[src/rtl/multicycle_ctrl_fsm.sv]
// Main control FSM for the multi-cycle CPU.
// Sequences fetch / decode / execute / memory / writeback and drives every
// datapath mux select and write strobe. Memory accesses use a ready handshake
// guarded by a wait-state watchdog; completed instructions are counted.
//
// Ports:
//   clk_i, rst_ni         clock, asynchronous active-low reset
//   opcode_i, funct_i     instruction fields, sampled in DECODE only
//   zero_i                ALU zero flag (consumed by the datapath in BRANCH)
//   mem_ready_i           memory completes the current access this cycle
//   mem_req_o ... reg_write_o  datapath controls (Moore decode of state)
//   illegal_o             sticky trap flag (bad opcode/funct or memory timeout)
//   state_o               current state encoding, for debug
//   retired_o             completed-instruction count, wraps
module multicycle_ctrl_fsm #(
  parameter int unsigned TIMEOUT_CYCLES = 16,
  parameter int unsigned CNT_W          = 32
) (
  input  logic             clk_i,
  input  logic             rst_ni,
  input  logic [5:0]       opcode_i,
  input  logic [5:0]       funct_i,
  input  logic             zero_i,
  input  logic             mem_ready_i,
  output logic             mem_req_o,
  output logic             mem_write_o,
  output logic             iord_o,
  output logic             ir_write_o,
  output logic             pc_write_o,
  output logic             pc_write_cond_o,
  output logic [1:0]       pc_source_o,
  output logic             alu_src_a_o,
  output logic [1:0]       alu_src_b_o,
  output logic [1:0]       alu_op_o,
  output logic             reg_dst_o,
  output logic             mem_to_reg_o,
  output logic             reg_write_o,
  output logic             illegal_o,
  output logic [3:0]       state_o,
  output logic [CNT_W-1:0] retired_o
);

  typedef enum logic [3:0] {
    StFetch   = 4'd0,
    StDecode  = 4'd1,
    StMemAddr = 4'd2,
    StMemRd   = 4'd3,
    StMemWb   = 4'd4,
    StMemWr   = 4'd5,
    StExec    = 4'd6,
    StRWb     = 4'd7,
    StBranch  = 4'd8,
    StJump    = 4'd9,
    StAddiEx  = 4'd10,
    StAddiWb  = 4'd11,
    StTrap    = 4'd12
  } state_e;

  localparam logic [5:0] OpRType = 6'b000000;
  localparam logic [5:0] OpLw    = 6'b100011;
  localparam logic [5:0] OpSw    = 6'b101011;
  localparam logic [5:0] OpBeq   = 6'b000100;
  localparam logic [5:0] OpJ     = 6'b000010;
  localparam logic [5:0] OpAddi  = 6'b001000;
  localparam logic [7:0] TmoLast = 8'(TIMEOUT_CYCLES - 1);

  state_e           state_q, state_d;
  logic [5:0]       op_q, op_d;
  logic [7:0]       tmo_q, tmo_d;
  logic [CNT_W-1:0] retired_q, retired_d;
  logic             illegal_q, illegal_d;

  // Raw (ungated) strobes decoded from state.
  logic mem_req, mem_write, ir_write, pc_write, pc_write_cond, reg_write;
  logic wait_cyc, timeout, retire;

  always_comb begin
    mem_req         = 1'b0;
    mem_write       = 1'b0;
    iord_o          = 1'b0;
    ir_write        = 1'b0;
    pc_write        = 1'b0;
    pc_write_cond   = 1'b0;
    pc_source_o     = 2'b00;
    alu_src_a_o     = 1'b0;
    alu_src_b_o     = 2'b00;
    alu_op_o        = 2'b00;
    reg_dst_o       = 1'b0;
    mem_to_reg_o    = 1'b0;
    reg_write       = 1'b0;
    unique case (state_q)
      StFetch: begin
        mem_req     = 1'b1;
        alu_src_b_o = 2'b01;
        ir_write    = mem_ready_i;
        pc_write    = mem_ready_i;
      end
      StDecode:  alu_src_b_o = 2'b11;
      StMemAddr: begin
        alu_src_a_o = 1'b1;
        alu_src_b_o = 2'b10;
      end
      StMemRd: begin
        mem_req = 1'b1;
        iord_o  = 1'b1;
      end
      StMemWb: begin
        reg_write    = 1'b1;
        mem_to_reg_o = 1'b1;
      end
      StMemWr: begin
        mem_req   = 1'b1;
        mem_write = 1'b1;
        iord_o    = 1'b1;
      end
      StExec: begin
        alu_src_a_o = 1'b1;
        alu_op_o    = 2'b10;
      end
      StRWb: begin
        reg_write = 1'b1;
        reg_dst_o = 1'b1;
      end
      StBranch: begin
        alu_src_a_o   = 1'b1;
        alu_op_o      = 2'b01;
        pc_write_cond = 1'b1;
        pc_source_o   = 2'b01;
      end
      StJump: begin
        pc_write    = 1'b1;
        pc_source_o = 2'b10;
      end
      StAddiEx: begin
        alu_src_a_o = 1'b1;
        alu_src_b_o = 2'b10;
      end
      StAddiWb:  reg_write = 1'b1;
      default: ;
    endcase
  end

  // Strobes are forced low while reset is held so an aborted access writes nothing.
  assign mem_req_o       = mem_req & rst_ni;
  assign mem_write_o     = mem_write & rst_ni;
  assign ir_write_o      = ir_write & rst_ni;
  assign pc_write_o      = pc_write & rst_ni;
  assign pc_write_cond_o = pc_write_cond & rst_ni;
  assign reg_write_o     = reg_write & rst_ni;

  assign wait_cyc = mem_req & ~mem_ready_i;
  // A ready arriving on the last allowed cycle completes the access instead.
  assign timeout  = wait_cyc && (tmo_q == TmoLast);

  always_comb begin
    state_d = state_q;
    op_d    = op_q;
    case (state_q)
      StFetch:  if (mem_ready_i) state_d = StDecode;
      StDecode: begin
        op_d = opcode_i;
        case (opcode_i)
          OpRType: begin
            if (funct_i inside {6'b100000, 6'b100010, 6'b100100, 6'b100101, 6'b101010}) begin
              state_d = StExec;
            end else begin
              state_d = StTrap;
            end
          end
          OpLw, OpSw: state_d = StMemAddr;
          OpBeq:      state_d = StBranch;
          OpJ:        state_d = StJump;
          OpAddi:     state_d = StAddiEx;
          default:    state_d = StTrap;
        endcase
      end
      StMemAddr: state_d = (op_q == OpSw) ? StMemWr : StMemRd;
      StMemRd:   if (mem_ready_i) state_d = StMemWb;
      StMemWb:   state_d = StFetch;
      StMemWr:   if (mem_ready_i) state_d = StFetch;
      StExec:    state_d = StRWb;
      StRWb:     state_d = StFetch;
      StBranch:  state_d = StFetch;
      StJump:    state_d = StFetch;
      StAddiEx:  state_d = StAddiWb;
      StAddiWb:  state_d = StFetch;
      StTrap:    state_d = StTrap;
      default:   state_d = StTrap;
    endcase
    if (timeout) state_d = StTrap;
  end

  always_comb begin
    tmo_d = (state_d != state_q || !wait_cyc) ? 8'd0 : tmo_q + 8'd1;
    retire = (state_d == StFetch) &&
             (state_q inside {StMemWb, StMemWr, StRWb, StBranch, StJump, StAddiWb});
    retired_d = retire ? retired_q + CNT_W'(1) : retired_q;
    illegal_d = illegal_q | (state_d == StTrap);
  end

  always_ff @(posedge clk_i or negedge rst_ni) begin
    if (!rst_ni) begin
      state_q   <= StFetch;
      op_q      <= 6'd0;
      tmo_q     <= 8'd0;
      retired_q <= '0;
      illegal_q <= 1'b0;
    end else begin
      state_q   <= state_d;
      op_q      <= op_d;
      tmo_q     <= tmo_d;
      retired_q <= retired_d;
      illegal_q <= illegal_d;
    end
  end

  assign illegal_o = illegal_q;
  assign state_o   = state_q;
  assign retired_o = retired_q;

  // Branch resolution happens in the datapath via pc_write_cond.
  logic unused_zero;
  assign unused_zero = zero_i;

endmodule

[config.mk]
export PLATFORM = sky130hd
export DESIGN_NAME = multicycle_ctrl_fsm
export DESIGN_NICKNAME = d
export VERILOG_FILES = /design/src/rtl/multicycle_ctrl_fsm.sv
export SDC_FILE = /design/constraint.sdc
export NUM_CORES = 1
export LEC_CHECK = 0
export CORE_UTILIZATION = 35
export DETAILED_ROUTE_END_ITERATION = 7
export SYNTH_ARGS = -nofsm -noshare
export SYNTH_HDL_FRONTEND = slang
export SYNTH_SLANG_ARGS = --single-unit
[constraint.sdc]
create_clock -name clk_i -period 3.78 [get_ports clk_i]
set_input_delay 0.756 -clock clk_i [delete_from_list [all_inputs] [get_ports clk_i]]
set_output_delay 0.756 -clock clk_i [all_outputs]
set_load 0.005 [all_outputs]
==> reports/results.txt <==
CP endpoint kind = output port
Setup crit start kind = input port
I/O Pins = 69
relative slew slack = 53.73%
row count = 32
Post-Place Cell Area = 3587 sq um
post-synthesis mux area share = 1.481%
Root Driver = clkbuf_8
ANT nets after route = 0
R2R setup slack = 1.09 ns
Ys Warns = 0
Synth Area in Adders = 0.8711%
Inserted Diodes = 0
crit path kind = in2out
first-pass GRT wire length = 11.13 mm
combinational family with the most area after synthesis = simple AND/OR/NAND/NOR gates
main area contributors after synthesis = dfrtp_1, xor2_1, nor4_1
Pleak = 1.540 nW
initial DRC count = 134
Max Cap Violations = 0
Post-synth EDFFs = 0
Core Area = 7848 sq um
synthesized flop and latch total = 51
Simple-Gate Fraction of Synth Area = 30.75%
port bufs = 67
hold path start = tmo_q[0]
Hold Path Depth = 1
Final Cell Area = 3720 sq um
worst-path fanout max = 6
Arr. time, crit path = 2.46 ns
Worst Path Buf+Inv = 2
Mean Syn Cell Area = 9.419 sq um
clock buffer depth = 2
DRC = 0
Seq/Total Area, Yosys = 44.43%
wire per inst = 13.99 um
HPWL after DPL = 4.581 mm
worst-margin pin slew = 0.6914 ns
total nets after synthesis = 323
cts hold-fix bufs = 0
Reg-to-Reg End = retired_o[9]
PwrDens = 279.6 nW/um^2
slowest CP cell = clkdlybuf4s50_1
FF-to-FF path depth = 5
Synth Flop Type = dfrtp_1
RSZ-0062 raised after global routing = false
GRT Total Usage = 16.29%
total routed wirelength = 6.532 mm
fmax = 0.3108 GHz
remaining global-route overflow = 0
pre-CTS WS = 0.6041 ns
Num CTS Buffers = 5
Avg Vias per Cell = 5.163
Crit path top cell by count = clkdlybuf4s50_1
worst path required time = 3.02 ns
Vias = 2411
vias in the first global route = 2281
post-synthesis to final-layout area growth = 29.49%
H-tree depth = 2
clock-pin transition on the worst setup and hold timing paths = 0.09 ns
Initial Utilization = 36.61%
drt first pass iters = 4
share of layout cells above drive strength 1 = 5.479%
die area = 8574 sq um
Clock Sinks = 51
top cell family by delay on the critical path = buffers and inverters
PostCTS Resize Cnt = 0
final-stage net count = 382
CP Depth = 4
clk_lat worst skew = 0.30 ns
final number of hold-violating endpoints = 0
area fraction of the dominant cell type after synthesis = 44.43%
setup ws final = 0.5625 ns
Setup crit start = mem_ready_i
worst reg2reg startpoint = state_o[0]
# fillers = 784
CP endpoint = ir_write_o
die width = 92.60 um
post-synthesis cell area = 2873 sq um
IR drop worst, VDD = 0.0001583 V
CP max stage delay = 0.58 ns
Post-CTS Repair Setup Buffers = 0
Yosys cell types = 47
largest net degree at the start of global routing = 52
Hold Crit Class = reg2reg
area leader, netlist = dfrtp_1
CP cell instances = clkdlybuf4s50_1 > nor2b_1 > nor4b_1 > clkdlybuf4s50_1
count of final setup violators = 0
Setup TNS Final = 0 ns
fin crit period = 3.217 ns
CTS tree = built
Post-Synth XOR/XNOR Area = 12.20%
max-slew violation count = 0
async set or reset register ratio after synthesis = 100.0%
initial antenna violation count = 0
Gate Count Post-Synth = 305
compound-gate portion of the synthesized area = 6.010%
die height = 92.60 um
status = finished, final reports clean
clk_skew = 0.006488 ns
GPL Wtd Cong = 0.7774
crit share post-route = 85.12%
-- metrics by stage --
| step | power, mW | util (%) | std cells | hold WS (ns) |
|---|---|---|---|---|
| CTS | 1.055 | 47.40 | 467 | 0.4648 |
| global placement | 0.6112 | 45.71 | 459 | 0.4501 |
| detailed placement | 0.6120 | 45.71 | 459 | 0.4509 |
| finish | 1.040 | 47.40 | 467 | 0.4621 |
| global route | 1.085 | 47.40 | 467 | 0.4976 |
| floorplan | 0.5746 | - | 305 | 0.4327 |
-- kinds of logic (layout without fill, tap and decap cells) --
group	Yosys count	in the layout
AOI/OAI and AO/OA	24	24
DFF	51	51
buffers and inverters	23	83
and+or+nand+nor	161	161
muxes	4	4
adders and majority gates	2	2
xor gates and xnor gates	40	40
-- Yosys cell counts (6+ instances only) --
cell type and count:
clkbuf_1 6, nor4b_1 6, and3_1 6, inv_1 6, nor2_1 25, nor4_1 25
nand2_1 38, o21ai_0 6, nor3_1 15, nand3_1 13, xnor2_1 7, nand2b_1 7
xor2_1 33, dfrtp_1 51
-- where the power goes --
part | total [mW] | internal, mW | switching, mW
Sequential | 0.551 | 0.548 | 0.00312
Combinational | 0.0489 | 0.0242 | 0.0247
Clock | 0.440 | 0.265 | 0.176
Total | 1.04 | 0.836 | 0.204
-- layer usage --
layer	vias to the layer above	track usage (%)	share of wire [%]
met5	-	0	0
met4	0	4.948	0.70
met3	2	2.956	3.3
met2	47	25.25	46
met1	1161	23.08	50
li1	1201	-	-
-- how the worst min path moves through the flow --
stage	end	slack (ns)
6_report	tmo_q[0]	0.46
3_3_place_gp	tmo_q[0]	0.45
2_1_floorplan	tmo_q[0]	0.43
5_1_grt	tmo_q[0]	0.50
4_1_cts	tmo_q[0]	0.46
3_5_place_dp	tmo_q[0]	0.45
-- registers in the layout (all words and copies together), names as in the netlist --
signal	cells
retired_o	32
illegal_o	1
tmo_q	8
op_q	6
state_o	4
-- cells in the final DEF (no fill, tap or decap), drive strengths merged, types with 2 or more instances in the layout --
cell           netlist  routed
clkdlybuf4s50        0      66
dfrtp               51      51
nand2               38      38
xor2                33      33
nor2                25      25
nor4                25      25
nor3                15      15
nand3               13      13
o21ai                8       8
nor4b                8       8
nand2b               7       7
xnor2                7       7
and3                 6       6
inv                  6       6
clkbuf               6       6
nor2b                5       5
a21oi                4       4
nand4                4       4
nor3b                3       3
buf                 11       3
o22ai                2       2
nor4bb               2       2
a211oi               2       2
mux2i                2       2
a31oi                2       2
or4                  2       2
and4                 2       2
ha                   2       2
bufinv               0       2
mux2                 2       2
-- cell type report --
type	count	area (sq um)	area share [%]
Sequential cell	51	1276	34.31
Tap cell	102	127.6	3.431
Timing Repair Buffer	69	680.7	18.30
Clock inverter	2	60.06	1.615
Inverter	6	22.52	0.6054
Clock buffer	6	72.57	1.951
Multi-Input combinational cell	231	1480	39.79
Power figures use the tool's default switching activity.
